$ cat config.mk
export PLATFORM = sky130hd
export DESIGN_NAME = led_chaser_param
export DESIGN_NICKNAME = d
export VERILOG_FILES = /design/src/rtl/led_chaser_param.sv
export SDC_FILE = /design/constraint.sdc
export NUM_CORES = 1
export LEC_CHECK = 0
export CORE_MARGIN = 3
export CORE_UTILIZATION = 59
export CTS_CLUSTER_DIAMETER = 40
export DETAILED_ROUTE_END_ITERATION = 16
export PLACE_DENSITY = 0.81
export SLEW_MARGIN = 20
export SYNTH_ARGS = -nofsm -noshare
export SYNTH_HDL_FRONTEND = slang
export SYNTH_SLANG_ARGS = --single-unit
$ cat constraint.sdc
create_clock -name CLOCK_50 -period 8.75 [get_ports CLOCK_50]
set_clock_uncertainty 0.1 [all_clocks]
set_input_delay 1.3125 -clock CLOCK_50 [delete_from_list [all_inputs] [get_ports CLOCK_50]]
set_output_delay 1.3125 -clock CLOCK_50 [all_outputs]
set_load 0.005 [all_outputs]
$ cat src/rtl/led_chaser_param.sv
// led_chaser_param: parametrised LED chaser for the DE-board LED bank.
// A tick counter, whose period is picked from SW by a priority encoder
// (lowest asserted switch wins), advances one of four display patterns:
// bounce, rotate-left, rotate-right and bar-fill.
//
// Ports:
//   CLOCK_50  in   system clock
//   KEY0      in   asynchronous active-low reset
//   KEY1      in   active-low pause (held low freezes the display)
//   SW        in   [N_SPEEDS] speed select, lowest asserted index wins
//   MODE      in   [2] 00 bounce, 01 rotate-left, 10 rotate-right, 11 bar-fill
//   LEDG      out  [N_LEDS] LED pattern
//   DIR       out  bounce direction (0 toward MSB, 1 toward LSB), 0 in other modes
//   STEP_P    out  one-cycle pulse coincident with every display advance
module led_chaser_param #(
  parameter int N_LEDS   = 8,
  parameter int N_SPEEDS = 10,
  parameter int STEP     = 1000000,
  parameter int CNT_W    = 26
) (
  input  logic                CLOCK_50,
  input  logic                KEY0,
  input  logic                KEY1,
  input  logic [N_SPEEDS-1:0] SW,
  input  logic [1:0]          MODE,
  output logic [N_LEDS-1:0]   LEDG,
  output logic                DIR,
  output logic                STEP_P
);

  localparam int PW = (N_LEDS > 1) ? $clog2(N_LEDS) : 1;
  localparam int LW = $clog2(N_LEDS + 1);

  localparam logic [PW-1:0] POS_LAST = PW'(N_LEDS - 1);
  localparam logic [PW-1:0] POS_PREV = PW'(N_LEDS - 2);
  localparam logic [LW-1:0] LVL_FULL = LW'(N_LEDS);

  typedef enum logic [1:0] {
    MODE_BOUNCE = 2'b00,
    MODE_ROL    = 2'b01,
    MODE_ROR    = 2'b10,
    MODE_BAR    = 2'b11
  } mode_e;

  // Input synchronisers
  logic                key1_s1_q, key1_s2_q;
  logic [N_SPEEDS-1:0] sw_s1_q, sw_s2_q;
  mode_e               mode_s1_q, mode_s2_q;

  // Display and timing state
  mode_e               mode_q;
  logic [CNT_W-1:0]    cnt_q, cnt_d;
  logic [PW-1:0]       pos_q, pos_d;
  logic [LW-1:0]       lvl_q, lvl_d;
  logic                dir_q, dir_d;
  logic                step_q, step_d;

  logic [CNT_W-1:0]    limit;
  logic                paused;
  logic                mode_chg;
  logic                at_limit;

  always_ff @(posedge CLOCK_50 or negedge KEY0) begin
    if (!KEY0) begin
      key1_s1_q <= 1'b1;
      key1_s2_q <= 1'b1;
      sw_s1_q   <= '0;
      sw_s2_q   <= '0;
      mode_s1_q <= MODE_BOUNCE;
      mode_s2_q <= MODE_BOUNCE;
    end else begin
      key1_s1_q <= KEY1;
      key1_s2_q <= key1_s1_q;
      sw_s1_q   <= SW;
      sw_s2_q   <= sw_s1_q;
      mode_s1_q <= mode_e'(MODE);
      mode_s2_q <= mode_s1_q;
    end
  end

  // Priority encoder: scan from the top so the lowest asserted switch is
  // the last assignment and therefore wins.
  always_comb begin
    limit = CNT_W'((N_SPEEDS + 1) * STEP);
    for (int unsigned i = N_SPEEDS; i > 0; i--) begin
      if (sw_s2_q[i-1]) limit = CNT_W'((N_SPEEDS + 1 - i) * STEP);
    end
  end

  assign paused   = ~key1_s2_q;
  assign mode_chg = (mode_s2_q != mode_q);
  // >= rather than == so a limit lowered below the current count fires at
  // once instead of waiting for the counter to wrap.
  assign at_limit = (cnt_q >= (limit - CNT_W'(1)));

  always_comb begin
    cnt_d  = cnt_q;
    pos_d  = pos_q;
    lvl_d  = lvl_q;
    dir_d  = dir_q;
    step_d = 1'b0;
    if (mode_chg) begin
      // Reinit takes priority over a tick due in the same cycle.
      cnt_d = '0;
      pos_d = '0;
      lvl_d = '0;
      dir_d = 1'b0;
    end else if (!paused) begin
      if (at_limit) begin
        cnt_d  = '0;
        step_d = 1'b1;
        unique case (mode_q)
          MODE_BOUNCE: begin
            if (!dir_q) begin
              if (pos_q == POS_LAST) begin
                pos_d = POS_PREV;
                dir_d = 1'b1;
              end else begin
                pos_d = pos_q + PW'(1);
              end
            end else begin
              if (pos_q == '0) begin
                pos_d = PW'(1);
                dir_d = 1'b0;
              end else begin
                pos_d = pos_q - PW'(1);
              end
            end
          end
          MODE_ROL: pos_d = (pos_q == POS_LAST) ? '0 : pos_q + PW'(1);
          MODE_ROR: pos_d = (pos_q == '0) ? POS_LAST : pos_q - PW'(1);
          MODE_BAR: lvl_d = (lvl_q == LVL_FULL) ? '0 : lvl_q + LW'(1);
          default: ;
        endcase
      end else begin
        cnt_d = cnt_q + CNT_W'(1);
      end
    end
  end

  always_ff @(posedge CLOCK_50 or negedge KEY0) begin
    if (!KEY0) begin
      mode_q <= MODE_BOUNCE;
      cnt_q  <= '0;
      pos_q  <= '0;
      lvl_q  <= '0;
      dir_q  <= 1'b0;
      step_q <= 1'b0;
    end else begin
      mode_q <= mode_s2_q;
      cnt_q  <= cnt_d;
      pos_q  <= pos_d;
      lvl_q  <= lvl_d;
      dir_q  <= dir_d;
      step_q <= step_d;
    end
  end

  // Pattern decoded straight from state so an asynchronous reset shows on
  // the LEDs without waiting for a clock edge.
  always_comb begin
    LEDG = '0;
    for (int unsigned i = 0; i < N_LEDS; i++) begin
      if (mode_q == MODE_BAR) LEDG[i] = (LW'(i) < lvl_q);
      else                    LEDG[i] = (PW'(i) == pos_q);
    end
  end

  assign DIR    = dir_q;
  assign STEP_P = step_q;

endmodule

## After elaboration in Yosys (flattened, before gate mapping)

Index checks and enable logic that the tools add are counted.

- $add $sub $neg: 5
- Order comparisons: 9
- Eq/ne operators: 13
- Multiplexer cells: 45
- Reduce and logical (&&, ||, !) cells: 10

Operators by type and width:

| cell | number |
|---|---|
| $mux W26 | 12 |
| $add A26 B1 Y26 const B | 1 |
| $ge A26 B26 Y1 | 1 |
| $sub A26 B1 Y26 const B | 1 |
| $mux W24 | 1 |
| $mux W3 | 8 |
| $mux W4 | 5 |
| $mux W1 | 18 |
| $lt A3 B4 Y1 const A | 4 |
| $eq A3 B3 Y1 const A | 4 |
| $pmux W3 S3 | 1 |
| $reduce_and A3 Y1 | 3 |
| $lt A1 B4 Y1 const A | 2 |
| $lt A2 B4 Y1 const A | 2 |
| $reduce_bool A2 Y1 | 4 |
| $eq A2 B3 Y1 const A | 2 |
| $add A4 B1 Y4 const B | 1 |
| $eq A2 B2 Y1 const B | 2 |
| $eq A4 B4 Y1 const B | 1 |
| $reduce_bool A4 Y1 | 1 |
| $add A3 B1 Y3 const B | 1 |
| $eq A1 B3 Y1 const A | 1 |
| $eq A3 B3 Y1 const B | 1 |
| $logic_not A3 Y1 | 1 |
| other kinds (4) | 4 |

- Register bits after elaboration: 63
- Output and inout bits: 10
- Logic and storage cells: 94

## Depth between registers and ports, before layout

- Depth after elaboration: 15
- Depth in mapped cells: 17
- Depth with buffers taken out: 15

## Worst setup path before layout

No wires, ideal clock.

- Kind: register to register
- From: register sw_s2_q[5]
- To: register cnt_q[12]
- Library setup time: 0.116 ns
- Arrival: 2.882 ns
- Data required time: 8.534 ns
- Slack: 5.652 ns
- Cell stages (with the launch flop): 15
- Buffers on the path: 2
- Period minus slack after synthesis: 3.098 ns
- Path through: dfrtp_1 > clkbuf_1 > o31a_1 > o31ai_1 > a21oi_1 > ha_1 > xor2_1 > ha_1 > o21ai_0 > nor2_1 > o311ai_1 > and3_1 > buf_2 > nand3_2 > o311ai_0

- Cells in the longest elaborated chain, start to end: 11

RTL lines:

| element | line | RTL |
|---|---|---|
| start, declared | 47 | `logic [N_SPEEDS-1:0] sw_s1_q, sw_s2_q;` |
| start signal, assigned | 75 | `sw_s2_q <= sw_s1_q;` |
| $mux W26 (6 in a row) | 86 | `if (sw_s2_q[i-1]) limit = CNT_W'((N_SPEEDS + 1 - i) * STEP);` |
| $sub A26 B1 Y26 | 94 | `assign at_limit = (cnt_q >= (limit - CNT_W'(1)));` |
| $ge A26 B26 Y1 | 94 |  |
| $mux W26 | 109 | `if (at_limit) begin` |
| $mux W26 | 108 | `end else if (!paused) begin` |
| $mux W26 | 102 | `if (mode_chg) begin` |
| end signal, assigned | 151 | `cnt_q <= cnt_d;` |
| end, declared | 52 | `logic [CNT_W-1:0] cnt_q, cnt_d;` |

Every way passes these cells. The select of a mux whose other input is x is not followed.
A chain may end at the register's enable or synchronous reset.

## Final worst setup path

- From: register sw_s2_q[4]
- To: register cnt_q[6]

- Cells in the longest elaborated chain, start to end: 10

RTL lines:

| element | line |
|---|---|
| $mux W26 (5 in a row) | 86 |
| $sub A26 B1 Y26 | 94 |
| $ge A26 B26 Y1 | 94 |
| $mux W26 | 109 |
| $mux W26 | 108 |
| $mux W26 | 102 |

Every way passes these cells. The select of a mux whose other input is x is not followed.

==> key figures <==
Global route
  – Most Used Layer, Global Route: met2
  – Largest net degree at the start of global routing: 64
  – Global routing usage on met2: a little over a third
  – Gr usage total: 23.0%
  – Wire length of the first global-routing pass: roughly 14 mm
  – Initial antenna violation count: 0
  – Grt ovf: 0
  – Grt met1 use: 32.3%
  – M3 GR Usage: 6.18%
  – Vias in the first global route: around 3000

Critical path
  – Worst setup SP type: register
  – Crit. End Element: register
  – CP startpoint: sw_s2_q[4]$_DFF_PN0_
  – Crit Path Category: reg2reg
  – Crit-path max cell delay: 0.81 ns
  – Crit-path cells: nor2_1 -> o31a_1 -> o31ai_1 -> a21oi_1 -> ha_1 -> ha_1 -> a211oi_1 -> nor2_1 -> o311ai_1 -> and3_1 -> nand3_2 -> o311ai_0
  – FF-to-FF path depth: 12
  – Worst EP arrival: about 4.2 ns
  – CP max FO: 25
  – CP required: approximately 8.9 ns
  – Crit Reg-Reg Endpoint: cnt_q[6]$_DFFE_PN0P_
  – R2R setup slack: between 4 and 5 ns
  – Cell family contributing the most delay on the critical path: simple AND/OR/NAND/NOR gates
  – Worst path bufs/invs: 0
  – Worst r2r src: sw_s2_q[4]$_DFF_PN0_
  – Critical Path Slowest Stage Cell: and3_1

Logic synthesis
  – Ys Warns: 0
  – Synth area leader: dfrtp_1
  – Synth top area cells: dfrtp_1 40%, ha_1 13%, a21oi_1 4.2%, nand2_1 3.8%, nor2_1 3.4%
  – Simple-gate share of the synthesized area: 19.8%
  – Compound-cell area share of the yosys netlist: roughly 17%
  – Share of the synthesized area in the top cell type: between 30% and 40%
  – Multiplexer share of the synthesized area: under 10%
  – Mapped Area: 0.00385 mm^2
  – Post-synth cell types: 58
  – Cells after Synth: about 420
  – Largest family of logic cells by synthesized area: simple AND/OR/NAND/NOR gates
  – Most common cell in the synthesized netlist: dfrtp_1
  – Synth Area in XOR/XNOR: under 10%
  – Synth async-reset ratio: 100%
  – Post-synth top flop: dfrtp_1
  – Seq/Total Area, Yosys: 41.0%
  – Synth top cells by count: 61 x dfrtp_1, 39 x ha_1, 39 x nand2_1
  – Yosys reg bits: 63
  – Post-synth EDFFs: 0
  – Adder-cell area share of the yosys netlist: 12.7%
  – Mean area per synthesized cell: 9.26 um^2

Timing
  – RSZ-0062 raised after global routing: no
  – Final Critical Period: between 4 and 5 ns
  – Setup-failing EPs final: 0
  – Slew Viols, Final: 0
  – Worst relative slew slack: about two fifths
  – Tcrit/Tclk final: between 40 and 50%
  – Setup TNS: 0 ns
  – Peak Freq: 248 MHz
  – Slew @ Worst Pin: 0.892 ns
  – Fin. Hold Viols: 0

CTS
  – Setup Fix Bufs, Post-CTS: 0
  – CTS resizes: 0
  – Worst-skew pair later-pin latency: around 0.34 ns
  – Root Driver: clkbuf_8
  – # hold bufs at CTS: 0
  – Clk slew on worst S/H paths: roughly 0.070 ns
  – Num CTS Buffers: 9
  – Max Buffers Root-to-Sink: 2
  – # clock sinks: 63
  – TritonCTS clock tree: built
  – H-tree levels: 3

Hold path
  – Hold path endpoint: sw_s2_q[1]$_DFF_PN0_
  – Launch point of the worst hold path: sw_s1_q[1]$_DFF_PN0_
  – Hold Path Stages: 0
  – Worst min path class: reg2reg

Die
  – Initial Util: between 60% and 70%
  – Ports: 25
  – Die area: approximately 0.0075 mm^2
  – Die height: a little under 90 um
  – DIE WIDTH: roughly 87 um
  – Core area: just over 0.006 mm^2
  – Row count: 28

Power
  – Reg power frac: approximately 50%
  – Leakage: 1.91 nW
  – Gate power share: 9.2%
  – Pwr Density: roughly 140 mW/mm^2
  – Switching share of power: 24.0%
  – Clock Power Share: ~41%
  – Internal power: around 470 uW
  – Sw Pwr: ~150 uW
  – Max VDD drop: 209 uV

Route
  – Routed Antenna Nets: 0
  – DRT Pass-1 Iters: 5
  – Vias post-DR: between 3000 and 4000
  – Vias/cell: approximately 6
  – Routed len/inst: 15.2 um
  – Initial drt markers: approximately 200
  – Drt drc: 0
  – Final WL: 7.91 mm

Place
  – GPL Wtd Cong: 0.846
  – Placement Cell Area: around 0.0041 mm^2
  – Placed Cells: about 500
  – Buffers on Ports: 24
  – Dpl hpwl: about 5.7 mm

Status
  – Run status: finished, final reports clean

Finish
  – P&R area growth vs syn: 12.9%
  – Post-route design area: roughly 0.0044 mm^2
  – Share of layout cells above drive strength 1: 8.54%
  – Register area: 0.00158 mm^2
  – Post-Layout Cell Count: 520
  – Footprint of the multi-input gates: roughly 0.0021 mm^2
  – Util after Layout: 71.0%
  – Final #Nets: ~490
  – ANT cells: 0
  – Fillers: between 400 and 500

Job
  – Max Cap Viol: 0
cells by family (layout without fill, tap and decap cells):
| group | Yosys count | after routing |
|---|---|---|
| flops | 63 | 63 |
| fa+ha+maj | 39 | 39 |
| buf+inv | 41 | 68 |
| simple gates | 150 | 150 |
| other cells | 1 | 3 |
| mux | 9 | 9 |
| compound gates | 99 | 99 |
| xor+xnor | 14 | 14 |
cell type report:
cell class	instances	share of cell area, %
clock inverter	3	0.978
inverter	25	2.16
tap	75	2.16
sequential	63	36.3
timing repair buffer	27	5.92
multi-input combinational	314	48.8
clock buffer	13	3.65
flip-flops by register name (all words and copies together) (netlist names):
name,flops
mode_s1_q,2
STEP_P,1
cnt_q,26
mode_q,2
lvl_q,4
key1_s2_q,1
DIR,1
mode_s2_q,2
key1_s1_q,1
pos_q,3
sw_s2_q,10
sw_s1_q,10
layout by cell type (no fill, tap or decap), types with 5 or more instances in the layout:
cell type        Yosys  final
nand3_1             19     19
a21oi_1             32     32
nand2_1             39     39
clkdlybuf4s50_1      0     23
nand4_1             12     12
mux2i_1              7      7
ha_1                39     39
inv_1               25     25
nor2_1              35     35
a31oi_1              5      5
clkbuf_8             0     11
xor2_1              10     10
dfrtp_1             61     61
o31ai_1              7      7
o21ai_0             15     15
nor3_1              10     10
worst max-delay path by stage:
stage | cells after the start | to
finish | 12 | cnt_q[6]$_DFFE_PN0P_
global route | 14 | cnt_q[12]$_DFFE_PN0P_
CTS | 12 | cnt_q[6]$_DFFE_PN0P_
detailed placement | 12 | cnt_q[6]$_DFFE_PN0P_
global placement | 12 | cnt_q[12]$_DFFE_PN0P_
floorplan | 14 | cnt_q[12]$_DFFE_PN0P_
layer usage:
layer | vias to the layer above | wire, um
met3 | 11 | 360
met2 | 88 | 3670
met5 | - | 0
met4 | 0 | 97
li1 | 1544 | -
met1 | 1531 | 3780
metrics by stage:
step           setup slack [ns]  hold slack [ns]  total power, mW
6_report                   4.72            0.245            0.616
5_1_grt                    4.31            0.249            0.645
4_1_cts                    4.75            0.248            0.623
3_5_place_dp               4.80            0.237            0.368
3_3_place_gp               4.94            0.233            0.366
2_1_floorplan              5.65            0.231            0.343
power groups by stage:
stage | Sequential [mW] | Clock (mW) | Combinational (mW)
final | 0.307 | 0.253 | 0.0564
after global routing | 0.308 | 0.274 | 0.0636
after CTS | 0.307 | 0.261 | 0.0562
after detailed placement | 0.312 | 0 | 0.0560
after global placement | 0.311 | 0 | 0.0546
after floorplan | 0.308 | 0 | 0.0352
Power figures use the tool's default switching activity.
